==> src/rtl/pc_seq_pkg.sv <==
// pc_seq_pkg: shared branch-mode encodings and sequencer FSM states
// for the naiveCPU fetch-address unit.
package pc_seq_pkg;

    // Branch/jump modes driven by the decode stage
    localparam logic [2:0] MODE_NONE  = 3'b000;
    localparam logic [2:0] MODE_BEQZ  = 3'b001;
    localparam logic [2:0] MODE_BNEZ  = 3'b010;
    localparam logic [2:0] MODE_BTEQZ = 3'b011;
    localparam logic [2:0] MODE_BTNEZ = 3'b100;
    localparam logic [2:0] MODE_JR    = 3'b101;
    localparam logic [2:0] MODE_B     = 3'b110;
    localparam logic [2:0] MODE_ERET  = 3'b111;

    // Sequencer states: TRAP doubles as the "handler active" flag
    typedef enum logic [1:0] {
        ST_RUN  = 2'b00,
        ST_HOLD = 2'b01,
        ST_TRAP = 2'b10
    } pc_state_t;

endpackage

==> src/rtl/pc_branch_eval.sv <==
// pc_branch_eval: combinational branch resolution. Decides whether the
// decode-stage mode is taken and produces the jump target.
module pc_branch_eval
    import pc_seq_pkg::*;
#(
    parameter int ADDR_W = 16,
    parameter int IMM_W  = 8
) (
    input  logic [2:0]        mode,
    input  logic [ADDR_W-1:0] rs,
    input  logic              t,
    input  logic [IMM_W-1:0]  imm,
    input  logic [ADDR_W-1:0] base,
    input  logic [ADDR_W-1:0] epc,
    output logic              taken,
    output logic [ADDR_W-1:0] target
);

    logic [ADDR_W-1:0] imm_ext;
    logic [ADDR_W-1:0] rel_target;

    // Relative target wraps modulo 2^ADDR_W; no overflow is reported
    assign imm_ext    = {{(ADDR_W-IMM_W){imm[IMM_W-1]}}, imm};
    assign rel_target = base + imm_ext;

    // Select taken/target per mode; not-taken leaves target unused
    always_comb begin
        taken  = 1'b0;
        target = rel_target;
        case (mode)
            MODE_BEQZ:  taken = (rs == '0);
            MODE_BNEZ:  taken = (rs != '0);
            MODE_BTEQZ: taken = (t == 1'b0);
            MODE_BTNEZ: taken = (t == 1'b1);
            MODE_JR: begin
                taken  = 1'b1;
                target = rs;
            end
            MODE_B:     taken = 1'b1;
            MODE_ERET: begin
                taken  = 1'b1;
                target = epc;
            end
            default:    taken = 1'b0;
        endcase
    end

endmodule

==> src/rtl/pc_sequencer.sv <==
// pc_sequencer: registered fetch PC with stall hold, trap entry/return
// and a registered redirect pulse for wrong-path squash.
// Optional build macro: PC_ALIGN_CHECK_EN (odd taken targets trap and
// set the sticky misalign_o output).
module pc_sequencer
    import pc_seq_pkg::*;
#(
    parameter int              ADDR_W    = 16,
    parameter int              IMM_W     = 8,
    parameter int              INST_STEP = 2,
    parameter logic [ADDR_W-1:0] RESET_PC = 16'h0000,
    parameter logic [ADDR_W-1:0] TRAP_VEC = 16'h0008
) (
    input  logic              clk,
    input  logic              rst,
    input  logic              stall_i,
    input  logic [2:0]        mode_i,
    input  logic [ADDR_W-1:0] rs_i,
    input  logic              t_i,
    input  logic [IMM_W-1:0]  imm_i,
    input  logic [ADDR_W-1:0] base_i,
    input  logic              trap_i,
`ifdef PC_ALIGN_CHECK_EN
    output logic              misalign_o,
`endif
    output logic [ADDR_W-1:0] pc_o,
    output logic              redirect_o,
    output logic [ADDR_W-1:0] epc_o,
    output logic              in_trap_o
);

    pc_state_t         state, state_next;
    logic [ADDR_W-1:0] pc_q, pc_next;
    logic [ADDR_W-1:0] epc_q, epc_next;
    logic              redirect_q, redirect_next;
    logic              taken;
    logic [ADDR_W-1:0] target;
    logic              in_trap;
    logic              align_trap;
    logic              trap_accept;
`ifdef PC_ALIGN_CHECK_EN
    logic              misalign_q, misalign_next;
`endif

    pc_branch_eval #(
        .ADDR_W (ADDR_W),
        .IMM_W  (IMM_W)
    ) u_branch_eval (
        .mode   (mode_i),
        .rs     (rs_i),
        .t      (t_i),
        .imm    (imm_i),
        .base   (base_i),
        .epc    (epc_q),
        .taken  (taken),
        .target (target)
    );

    assign in_trap = (state == ST_TRAP);

    // A misaligned target only counts when the branch is actually consumed
    // (not stalled) and no handler is already running.
`ifdef PC_ALIGN_CHECK_EN
    assign align_trap = taken && target[0] && !stall_i && !in_trap;
`else
    assign align_trap = 1'b0;
`endif

    // Nested traps and trap/ERET collisions drop out here: no accept in TRAP
    assign trap_accept = !in_trap && (trap_i || align_trap);

    // Next-state and next-PC selection in priority order: trap, stall, branch, step
    always_comb begin
        state_next    = state;
        pc_next       = pc_q + ADDR_W'(INST_STEP);
        epc_next      = epc_q;
        redirect_next = 1'b0;
`ifdef PC_ALIGN_CHECK_EN
        misalign_next = misalign_q;
`endif
        if (trap_accept) begin
            pc_next       = TRAP_VEC;
            redirect_next = 1'b1;
            state_next    = ST_TRAP;
`ifdef PC_ALIGN_CHECK_EN
            epc_next      = trap_i ? pc_q : target;
            misalign_next = misalign_q | align_trap;
`else
            epc_next      = pc_q;
`endif
        end else if (stall_i) begin
            pc_next    = pc_q;
            state_next = in_trap ? ST_TRAP : ST_HOLD;
        end else if (taken) begin
            pc_next       = target;
            redirect_next = 1'b1;
            if (mode_i == MODE_ERET) begin
                state_next = ST_RUN;
`ifdef PC_ALIGN_CHECK_EN
                misalign_next = 1'b0;
`endif
            end else begin
                state_next = in_trap ? ST_TRAP : ST_RUN;
            end
        end else begin
            state_next = in_trap ? ST_TRAP : ST_RUN;
        end
    end

    // State and fetch registers; async reset discards any pending redirect
    always_ff @(posedge clk or negedge rst) begin
        if (!rst) begin
            state      <= ST_RUN;
            pc_q       <= RESET_PC;
            epc_q      <= '0;
            redirect_q <= 1'b0;
        end else begin
            state      <= state_next;
            pc_q       <= pc_next;
            epc_q      <= epc_next;
            redirect_q <= redirect_next;
        end
    end

`ifdef PC_ALIGN_CHECK_EN
    // Sticky misalignment flag, cleared by the handler's ERET
    always_ff @(posedge clk or negedge rst) begin
        if (!rst) misalign_q <= 1'b0;
        else      misalign_q <= misalign_next;
    end

    assign misalign_o = misalign_q;
`endif

    assign pc_o       = pc_q;
    assign redirect_o = redirect_q;
    assign epc_o      = epc_q;
    assign in_trap_o  = in_trap;

endmodule

==> config.mk <==
export PLATFORM = sky130hd
export DESIGN_NAME = pc_sequencer
export DESIGN_NICKNAME = d
export VERILOG_FILES = /design/src/rtl/pc_seq_pkg.sv /design/src/rtl/pc_branch_eval.sv /design/src/rtl/pc_sequencer.sv
export SDC_FILE = /design/constraint.sdc
export NUM_CORES = 1
export LEC_CHECK = 0
export ABC_AREA = 1
export CAP_MARGIN = 40
export CORE_MARGIN = 1
export CORE_UTILIZATION = 65
export DETAILED_ROUTE_END_ITERATION = 6
export DONT_BUFFER_PORTS = 1
export GPL_ROUTABILITY_DRIVEN = 0
export PLACE_DENSITY = 0.81
export SKIP_LAST_GASP = 1
export SYNTH_ARGS = -nofsm -noshare
export SYNTH_HDL_FRONTEND = slang
export SYNTH_SLANG_ARGS = --single-unit
export TNS_END_PERCENT = 30
==> constraint.sdc <==
create_clock -name clk -period 2.4 [get_ports clk]
set_clock_uncertainty 0.2 [all_clocks]
set_input_delay 0.12 -clock clk [delete_from_list [all_inputs] [get_ports clk]]
set_output_delay 0.12 -clock clk [all_outputs]
set_load 0.05 [all_outputs]
==> summary.md <==
| Metric | Value |
|---|---|
| Outcome | finished clean |
| Top cell family by delay on the critical path | buffers and inverters |
| Worst path depth | 8 |
| Register area share after synthesis | 0.267 |
| Starting Density | 0.684 |
| Logic gate share of total power | 0.442 |
| HP Class | input port to flip-flop |
| Worst VDD drop | between 0.9 and 1 mV |
| Nets | 625 |
| CTS Root Cell | clkbuf_8 |
| Min Tclk post-route | roughly 2200 ps |
| Crit path max fanout | 28 |
| IO buf count | 0 |
| PwrDens | between 900 and 1000 nW/um^2 |
| Worst Hold Depth | 6 |
| Vias per cell | 5.49 |
| CP Buf/Inv Count | 3 |
| Routed WL | 8560 um |
| Reg clk slew, reported paths | 70 ps |
| Slew margin rel. | 0.633 |
| Synth Instances | 531 |
| CTS tree | yes |
| Vias in the first global route | 3142 |
| Seq cells post-synth | 35 |
| CP Launch Type | flip-flop |
| Worst-margin pin slew | 550 ps |
| Die H | roughly 73 um |
| Critical path class | flip-flop to flip-flop |
| MaxCap Viol Count | 0 |
| CP max stage delay | 550 ps |
| Setup Viol. Count Final | 0 |
| Area grow syn2layout | 11.2% |
| Register area | 876 um^2 |
| Lkg Pwr | 2.09 nW |
| Clock tree buffer depth | 2 |
| Die Area | 5330 um^2 |
| Hold WS | 3.70 ps |
| Synthesized area | 3280 um^2 |
| Global route overflow | 0 |
| Initial antenna violation count | 0 |
| Crit path cell chain | nor2_2 -> inv_1 -> nand2_4 -> inv_2 -> nor2_4 -> nand3_1 -> nand2_1 -> dlygate4sd3_1 |
| Multi-input logic area | about 2000 um^2 |
| Syn. warnings | 0 |
| Netlist cell types | 37 |
| Syn Nets | 596 |
| Drt first pass iters | 5 |
| Fillers | around 440 |
| CTS Buf Count | 5 |
| Syn avg cell area | 6.17 um^2 |
| Internal Pwr Total | 1.47 mW |
| Initial DRC count | 316 |
| Later-pin clock latency in the skew report | 290 ps |
| Post_cts resized | 0 |
| Detailed Place HPWL | 6520 um |
| Fmax | roughly 460 MHz |
| I/O Pins | 82 |
| Core area | 4790 um^2 |
| Required @ worst endpoint | 2430 ps |
| Count of pins over their slew limit | 0 |
| CTS H-tree lvls | 2 |
| Sinks on Clock Net | 35 |
| Antenna viol nets, final | 0 |
| Critical Path AT | around 2200 ps |
| Setup TNS | 0 ps |
| GRT Util Overall | 0.336 |
| Unrepaired setup endpoints after global routing | no |
| Die X | 73.0 um |
| CP Capture Type | flip-flop |
| Routed vias | 3447 |
| Slowest-stage cell, CP | dlygate4sd3_1 |
| Psw | 1.89 mW |
| Global-route wire length before repair | 13800 um |
| Clk pwr share | 0.123 |
| N_diodes | 0 |
| Switch share | 0.563 |
| Final Cycle Share | 0.907 |
| DR WL/cell | roughly 14 um |
| Pin count of the biggest net entering global routing | 36 |
| Share of layout cells above drive strength 1 | 0.0945 |
| Worst-case reg-to-reg path depth | 8 |
| Endpoints failing hold | 0 |
| # rows | 25 |
| Remaining DRCs | 0 |
| Reg power frac | 0.435 |
[repair_timing]
| item | 4_1_cts | 5_1_grt |
|---|---|---|
| hold endpoints to repair | 64 | 0 |
| setup buffers | 0 | 3 |
| endpoints found under the setup margin | 0 | 1 |
| hold buffers | 10 | 0 |
[cells in the final DEF (no fill, tap or decap), types with 11 or more instances in the layout]
cell and n:
nand3_1 46, xor2_1 11, buf_4 20, dfrtp_1 35, a21oi_1 19, nor2_1 40, o21ai_0 20, nand2_1 199
ha_1 16, inv_1 85
[area by class of cell]
type | instances | area share
Multi-Input combinational cell | 398 | 0.550
Timing Repair Buffer | 30 | 0.0714
Tap cell | 67 | 0.0230
Clock inverter | 1 | 0.00137
Inverter | 90 | 0.0927
Sequential cell | 35 | 0.240
Clock buffer | 7 | 0.0209
[synthesized netlist by cell type (all sizes together)]
cell type | number | share of area
nand3b | 1 | 0.0023
xor2 | 11 | 0.029
nand3 | 49 | 0.079
nand2 | 204 | 0.24
a21oi | 20 | 0.034
fa | 1 | 0.0061
o21ai | 23 | 0.037
nor3 | 11 | 0.023
nor2 | 45 | 0.060
buf | 4 | 0.0099
a22oi | 3 | 0.0069
and2 | 2 | 0.0038
dfrtp | 35 | 0.27
ha | 16 | 0.061
o31ai | 1 | 0.0023
o221ai | 2 | 0.0053
nand4 | 5 | 0.011
a221oi | 1 | 0.0027
o22ai | 1 | 0.0019
clkbuf | 4 | 0.0076
inv | 90 | 0.10
or2 | 2 | 0.0038
[final timing paths]
kind	end	startpoint	slack (ps)
min in group asynchronous	pc_o[7]	rst	80
worst min register to register	pc_o[6]	pc_o[6]	380
worst min-delay path	pc_o[9]	rs_i[9]	4
worst max-delay path	pc_o[0]	state[0]	220
worst max register to register	pc_o[0]	state[0]	220
max in group asynchronous	epc_o[2]	rst	1740
[cell families after synthesis]
group	after synthesis	synth area share
AOI/OAI and AO/OA	51	0.0905
and+or+nand+nor	319	0.425
buffers and inverters	98	0.121
DFF	35	0.267
adders and majority gates	17	0.0672
xor gates and xnor gates	11	0.0294
[sequential cells by signal, indices dropped and copies added, names as in the netlist]
register    flops
epc_o          16
state           2
pc_o           16
redirect_o      1
[worst min-delay path, cell delays in order]
cell and delay, ps:
inv_1 70, a21oi_1 70, nand2_1 60, nand2_1 40
nand2_1 50, nand2_1 40
[stage by stage]
step	setup slack [ps]	instances	utilization	cell area [um^2]	total power [mW]
after floorplan	291	531	-	3280	2.47
after global placement	512	607	0.717	3430	2.83
after detailed placement	480	607	0.717	3430	2.86
after CTS	60.8	625	0.757	3620	3.33
after global routing	57.2	628	0.761	3640	3.56
final	222	628	0.761	3640	3.36
[power by group through the flow]
stage / clock network (mW) / registers [mW] / logic [mW]
floorplan: 0 / 1.70 / 0.773
global placement: 0 / 1.46 / 1.37
detailed placement: 0 / 1.46 / 1.39
CTS: 0.422 / 1.46 / 1.45
global route: 0.443 / 1.48 / 1.64
finish: 0.415 / 1.46 / 1.49
[layer usage]
| layer | routed length [um] | GRT usage | vias to the layer above |
|---|---|---|---|
| met5 | 0 | 0 | - |
| met2 | 3700 | 0.521 | 163 |
| li1 | - | - | 1721 |
| met4 | 247 | 0.139 | 0 |
| met3 | 781 | 0.0884 | 24 |
| met1 | 3830 | 0.443 | 1539 |
Note: power is estimated with default switching activity, not from simulation.
